File: config.mk
export PLATFORM = sky130hd
export DESIGN_NAME = matmul_unit
export DESIGN_NICKNAME = d
export VERILOG_FILES = /design/src/rtl/matmul_unit.sv
export SDC_FILE = /design/constraint.sdc
export NUM_CORES = 2
export LEC_CHECK = 0
export ABC_CLOCK_PERIOD_IN_PS = 9300
export CORE_MARGIN = 2
export CORE_UTILIZATION = 55
export CTS_CLUSTER_DIAMETER = 150
export DETAILED_ROUTE_END_ITERATION = 8
export DONT_BUFFER_PORTS = 1
export PLACE_DENSITY = 0.77
export SLEW_MARGIN = 20
export SYNTH_ARGS = -nofsm -noshare
export SYNTH_HDL_FRONTEND = slang
export SYNTH_SLANG_ARGS = --single-unit
File: constraint.sdc
create_clock -name clk -period 9.3 [get_ports clk]
set_clock_uncertainty 0.1 [all_clocks]
set_input_delay 0.93 -clock clk [delete_from_list [all_inputs] [get_ports clk]]
set_output_delay 0.93 -clock clk [all_outputs]
set_load 0.01 [all_outputs]
File: src/rtl/matmul_unit.sv
// matmul_unit: N x N unsigned integer matrix multiply over the shared dmem port.
// Loads A then B element by element, computes one C element per cycle, then
// stores C. All arithmetic wraps modulo 2^32.
module matmul_unit #(
  parameter int N = 2
) (
  input  logic        clk,
  input  logic        reset,
  input  logic        start,
  input  logic [31:0] a_base,
  input  logic [31:0] b_base,
  input  logic [31:0] c_base,
  output logic        busy,
  output logic        done,
  output logic [31:0] mem_addr,
  output logic [31:0] mem_wdata,
  output logic        mem_we,
  input  logic [31:0] mem_rdata
);

  localparam int NN = N * N;
  localparam int IW = $clog2(NN);
  localparam logic [IW-1:0] LAST_IDX = IW'(NN - 1);

  typedef enum logic [2:0] {IDLE, LOAD_A, LOAD_B, COMP, STORE} stateT;

  stateT         stateReg, stateNext;
  logic [IW-1:0] idxReg, idxNext;
  logic [31:0]   aBaseReg, bBaseReg, cBaseReg;
  logic          busyReg, doneReg;
  logic          lastIdx;

  logic [31:0]   matA [NN];
  logic [31:0]   matB [NN];
  logic [31:0]   matC [NN];

  int            compRow, compCol;
  logic [31:0]   prodTerm [N];
  logic [31:0]   dotSum;
  logic [31:0]   byteOff;

  assign lastIdx = (idxReg == LAST_IDX);
  assign busy    = busyReg;
  assign done    = doneReg;

  // Control registers: state, index, latched bases, registered busy/done.
  always_ff @(posedge clk or negedge reset) begin
    if (!reset) begin
      stateReg <= IDLE;
      idxReg   <= '0;
      busyReg  <= 1'b0;
      doneReg  <= 1'b0;
      aBaseReg <= '0;
      bBaseReg <= '0;
      cBaseReg <= '0;
    end else begin
      stateReg <= stateNext;
      idxReg   <= idxNext;
      busyReg  <= (stateNext != IDLE);
      doneReg  <= (stateReg == STORE) && lastIdx;
      // Bases are only captured on an accepted start; later strobes are ignored.
      if (stateReg == IDLE && start) begin
        aBaseReg <= a_base;
        bBaseReg <= b_base;
        cBaseReg <= c_base;
      end
    end
  end

  // Next-state and element-index sequencing; each phase walks idx 0..N*N-1.
  always_comb begin
    stateNext = stateReg;
    idxNext   = idxReg;
    case (stateReg)
      IDLE: begin
        if (start) begin
          stateNext = LOAD_A;
          idxNext   = '0;
        end
      end
      LOAD_A: begin
        if (lastIdx) begin
          stateNext = LOAD_B;
          idxNext   = '0;
        end else begin
          idxNext = idxReg + 1'b1;
        end
      end
      LOAD_B: begin
        if (lastIdx) begin
          stateNext = COMP;
          idxNext   = '0;
        end else begin
          idxNext = idxReg + 1'b1;
        end
      end
      COMP: begin
        if (lastIdx) begin
          stateNext = STORE;
          idxNext   = '0;
        end else begin
          idxNext = idxReg + 1'b1;
        end
      end
      STORE: begin
        if (lastIdx) begin
          stateNext = IDLE;
          idxNext   = '0;
        end else begin
          idxNext = idxReg + 1'b1;
        end
      end
      default: begin
        stateNext = IDLE;
        idxNext   = '0;
      end
    endcase
  end

  // Row/column of the C element being computed this cycle.
  assign compRow = int'(idxReg) / N;
  assign compCol = int'(idxReg) % N;

  // One low-32-bit product per inner-dimension term: A[row][k] * B[k][col].
  for (genvar gi = 0; gi < N; gi++) begin : gProd
    logic [IW-1:0] aSel, bSel;
    assign aSel         = IW'(compRow * N + gi);
    assign bSel         = IW'(gi * N + compCol);
    assign prodTerm[gi] = matA[aSel] * matB[bSel];
  end

  // Wrapping sum of the product terms.
  always_comb begin
    dotSum = '0;
    for (int k = 0; k < N; k++) begin
      dotSum = dotSum + prodTerm[k];
    end
  end

  // Matrix storage: no reset needed, every entry is written before it is read.
  always_ff @(posedge clk) begin
    case (stateReg)
      LOAD_A:  matA[idxReg] <= mem_rdata;
      LOAD_B:  matB[idxReg] <= mem_rdata;
      COMP:    matC[idxReg] <= dotSum;
      default: ;
    endcase
  end

  // Memory port decoded purely from registered state and index.
  always_comb begin
    mem_addr  = '0;
    mem_wdata = '0;
    mem_we    = 1'b0;
    byteOff   = 32'(idxReg) << 2;
    case (stateReg)
      LOAD_A: mem_addr = aBaseReg + byteOff;
      LOAD_B: mem_addr = bBaseReg + byteOff;
      STORE: begin
        mem_addr  = cBaseReg + byteOff;
        mem_wdata = matC[idxReg];
        mem_we    = 1'b1;
      end
      default: ;
    endcase
  end

endmodule

# Yosys cells after proc, flatten, opt, wreduce, memory -nomap -nowiden
# Memories as Yosys holds them, arrays and structs flattened.
# Index checks and enable logic that the tools add are counted.
# totals
mem_count	3
ramBits	384
out_inout_bits	67
regBits	103
# mem_list
memory	words	word_bits	rd	rd_ports_with_merged_regs	write_ports	line_no	source
matA	4	32	2	0	1	33	logic [31:0] matA [NN];
matB	4	32	2	0	1	34	logic [31:0] matB [NN];
matC	4	32	1	0	1	35	logic [31:0] matC [NN];
# classes
multipliers	2
eq_ne	6
muxes	18
n_reduce_logical	5
add_sub_neg	7
# op_table
cell	n
$add A32 B4 Y32	3
$pmux W32 S3	1
$mul A32 B32 Y32	2
$add A32 B32 Y32	1
$mux W32	1
$mux W3	5
$pmux W3 S5	1
$mux W1	7
$eq A3 B2 Y1 const B	2
$add A2 B1 Y2 const B	2
$mux W2	2
$pmux W2 S2	1
$reduce_or A4 Y1	1
$eq A3 B1 Y1 const B	1
$eq A3 B3 Y1 const B	1
$logic_not A3 Y1	1
$reduce_bool A3 Y1	1
$add A2 B1 Y2 const A	1
$eq A2 B2 Y1 const B	1
$logic_and A1 B1 Y1	2
$ne A2 B2 Y1 const B	1

# Logic depth before layout (Yosys ltp)
# depth
depth_word	4
ltp_mapped	38
depth_no_buf	32

# Least setup slack after synthesis
# Ideal clock, no wire load.
# synth_timing
path_kind	register to register
from	register idxReg[1]
to	memory matC[0][28] (data pin)
period_less_slack_ns	9.671
n_path_buf	6
t_arrival_ns	9.299
path_slack_ns	-0.371
stages_incl_launch_ff	34
required_ns	8.928
cell_sequence	dfrtp_1 buf_6 buf_12 buf_12 buf_6 clkbuf_1 clkbuf_1 mux2_2 nand2_1 fa_1 inv_1 fa_1 fa_1 fa_1 fa_1 inv_1 fa_1 inv_1 fa_1 fa_1 fa_1 inv_1 fa_1 inv_1 ha_1 a21oi_1 o21ai_0 a21o_1 a21o_1 a21o_1 a21oi_1 a21oi_1 or2_2 o311ai_0
# synth_between
elab_chain_len	4
elab_cells_between_ends	5
classes_between	add/sub: 2; mul: 2; memory: 1
# synth_rtl
item	line_no	source
start, declared	28	logic [IW-1:0] idxReg, idxNext;
start signal, assigned	58	idxReg <= idxNext;
$add A2 B1 Y2	127	assign aSel = IW'(compRow * N + gi);
$mem_v2 Z4 W32 (*)	-	
$mul A32 B32 Y32	129	assign prodTerm[gi] = matA[aSel] * matB[bSel];
$add A32 B32 Y32 (*)	136	dotSum = dotSum + prodTerm[k];
named net dotSum[28]	39	logic [31:0] dotSum;
end, declared	35	
# Mark *: on every way through the listed nets, which the timed path passes. The rest lies on a longest branch.

# Worst setup path in the final report
# layout_timing
from	register idxReg[0]
to	memory matC[3][30] (data pin)
# layout_between
elab_chain_len	4
elab_cells_between_ends	5
classes_between	add/sub: 2; mul: 2; memory: 1
# layout_rtl
item	line_no	source
$add A2 B1 Y2	128	assign bSel = IW'(gi * N + compCol);
$mem_v2 Z4 W32 (*)	-	
$mul A32 B32 Y32	129	
$add A32 B32 Y32 (*)	136	
named net dotSum[30]	39	
# Marked as above.

==> flow_metrics.tcl <==
set metrics [dict create \
    status "complete, no violations" \
    post-route-period-util 0.975 \
    die_h_um 309 \
    cts_tree "yes" \
    worst_slew_pin_slew_ns 1.12 \
    r2r_cells 31 \
    drc 0 \
    synth_top_area_cell "fa_1" \
    slowest_delay_ns 0.56 \
    yosys-top-cells-area "fa_1 (34%), edfxtp_1 (22%), inv_1 (6.9%)" \
    setup_tns_ns 0 \
    antenna_found_initial 10 \
    seq_area_frac_synth 0.275 \
    grt_pass1_wl_um 244000 \
    area_delta_synth_final_pct 11.6 \
    hold_class "in -> async" \
    rsz0062_at_grt "yes" \
    row_count 112 \
    yosysUniqueCellTypes 73 \
    slew_headroom 0.250 \
    critPathKind "reg -> reg" \
    wl_per_cell_um 27.0 \
    ff2ff_setup_slack_ns 0.23 \
    cpMostUsedCell "fa_1" \
    slew_viol_final 0 \
    cts_buffers 53 \
    synthArstFlopShare 0.211 \
    reg2reg_to "matC[3][30]" \
    via_count 35100 \
    start_util 0.552 \
    synth_edf_count 384 \
    routabilityCongestion 1.06 \
    yosysWarnings 0 \
    nNetsFinal 6146 \
    ys_ff_latch 487 \
    grt_pass1_vias 37200 \
    synth_top_area_frac 0.340 \
    clk_pin_slew_ns 0.06 \
    ant_nets 0 \
    dp_hpwl_um 137000 \
    clockBufferDepth 3 \
    endpoint_kind "flop" \
    core_um2 92900 \
    drt-total-wl_um 167000 \
    synth_area_per_cell_um2 11.0 \
    first_pass_iters 6 \
    vias_per_cell 5.68 \
    synth_ff_type "edfxtp_1" \
    grt_max_degree 104 \
    period_minus_slack_ns 9.07 \
    fmax_mhz 110 \
    die_w_um 309 \
    cts.sinks 487 \
    grt-ovfl-total 0 \
    clk_latency_ns 0.65 \
    grt_usage 0.360 \
    cp_max_fo 16 \
    portBuffers 0 \
    hold_violations 0 \
    die_area_um2 95800 \
    synth_nets 5938 \
    cap_violations 0 \
    synthCells 4675 \
    cts_max_level 2 \
    critPathLaunchType "flop" \
    drtIter0Drc 3627 \
    cp.arrival_ns 9.49 \
    drive_gt1_frac 0.150 \
    cts-root-buf "clkbuf_16" \
    setup_viol_count_final 0 \
    netlist_area_um2 51300 \
    worst_path_max_delay_cell "fa_1" \
    io_pins 198 \
    required_ns 9.72 \
    r2r-start "idxReg[0]" \
]
==> what timing repair did <==
action,in CTS,in global routing
endpoints found under the hold margin,103,0
endpoints found under the setup margin,36,36
setup buffers,2,24
hold buffers,1,0
pin swaps,0,2
gates cloned,0,2
resized for setup,15,63
==> how the worst max path moves through the flow <==
stage	endpoint	slack, ns	startpoint	cells past startpoint
floorplan	matC[0][28]	0.01	idxReg[0]	32
detailed placement	matC[3][31]	-0.26	idxReg[0]	25
global placement	matC[0][31]	-0.16	idxReg[0]	25
CTS	matC[1][28]	-0.001	idxReg[0]	27
finish	matC[3][30]	0.23	idxReg[0]	31
global route	matC[1][29]	-0.07	idxReg[0]	32
==> sequential cells by signal, summed over array words and instances (netlist names) <==
name      cells
matA        128
matB        128
matC        128
aBaseReg     32
bBaseReg     32
cBaseReg     32
stateReg      3
idxReg        2
busy          1
done          1
==> layout make-up <==
cell class,instances,area (um2)
Antenna cell,8,20.0
Clock inverter,28,335
Tap cell,1254,1570
Sequential cell,487,14100
Fill cell,7599,35600
Inverter,947,3550
Clock buffer,67,1410
Timing Repair Buffer,319,3040
Multi-Input combinational cell,3075,33200
==> cell usage in the layout, fill, tap and decap left out, types with 101 or more instances in the layout <==
cell      instances
buf_4           262
dfrtp_1         101
edfxtp_1        384
fa_1            868
ha_1            261
inv_1           944
mux2_2          158
nand2_1         402
nor2_1          694
xnor2_1         134
==> logic make-up (layout without fill, tap and decap cells) <==
logic type	Yosys count	count (layout)	synth area share
AO/OA/AOI/OAI	159	159	0.0210
XOR/XNOR	170	170	0.0297
adder cells (fa/ha/maj)	1132	1132	0.403
buffers and inverters	1113	1361	0.0851
flip-flops	487	487	0.275
multiplexers	346	346	0.0841
other	0	8	0
AND/OR/NAND/NOR	1268	1268	0.102
==> stage by stage <==
| stage | util | hold slack, ns | worst slack, ns | instances | cell area (um2) |
|---|---|---|---|---|---|
| after global placement | 0.590 | 0.384 | -0.157 | 6053 | 54800 |
| after detailed placement | 0.590 | 0.389 | -0.263 | 6053 | 54800 |
| after CTS | 0.610 | 0.108 | -0.00115 | 6151 | 56700 |
| after global routing | 0.616 | 0.127 | -0.0654 | 6180 | 57300 |
| after floorplan | - | 0.372 | 0.0124 | 4675 | 51300 |
| final | 0.616 | 0.113 | 0.231 | 6185 | 57300 |
==> critical path: cells and delay by family, from the launching register on <==
kind / cells / cell delay, ns
AO/OA/AOI/OAI: 9 / 1.52
adder cells (fa/ha/maj): 11 / 5.23
buffers and inverters: 9 / 1.13
flip-flops: 1 / 0.50
multiplexers: 1 / 0.31
AND/OR/NAND/NOR: 1 / 0.09
==> cells in the mapped netlist, drive strengths merged, types with 4 or more instances <==
cell type	number
dfrtp	103
o21bai	7
o21a	6
and2	45
fa	871
a21oi	46
xnor2	137
nand3	7
ha	261
and3	19
o22a	5
o22ai	19
nor3	16
a22o	7
clkbuf	134
a31oi	4
nor2	698
mux4	32
nand3b	13
a21o	17
nand2	405
nand2b	12
o21ai	15
mux2i	127
xor2	31
edfxtp	384
buf	32
a2bb2oi	9
mux2	187
nor3b	4
a22oi	6
inv	947
or2	33
==> layer usage <==
| layer | GRT usage | wire (um) | up-vias | share of wire |
|---|---|---|---|---|
| met1 | 0.484 | 64800 | 18100 | 0.39 |
| met3 | 0.0870 | 16900 | 341 | 0.10 |
| met5 | 0 | 0 | - | 0 |
| met4 | 0.156 | 8230 | 0 | 0.049 |
| met2 | 0.560 | 76900 | 1811 | 0.46 |
| li1 | - | - | 14800 | - |
Power is not shown: default switching activity piles up to over one toggle a cycle in this logic, so the estimate is an artifact.
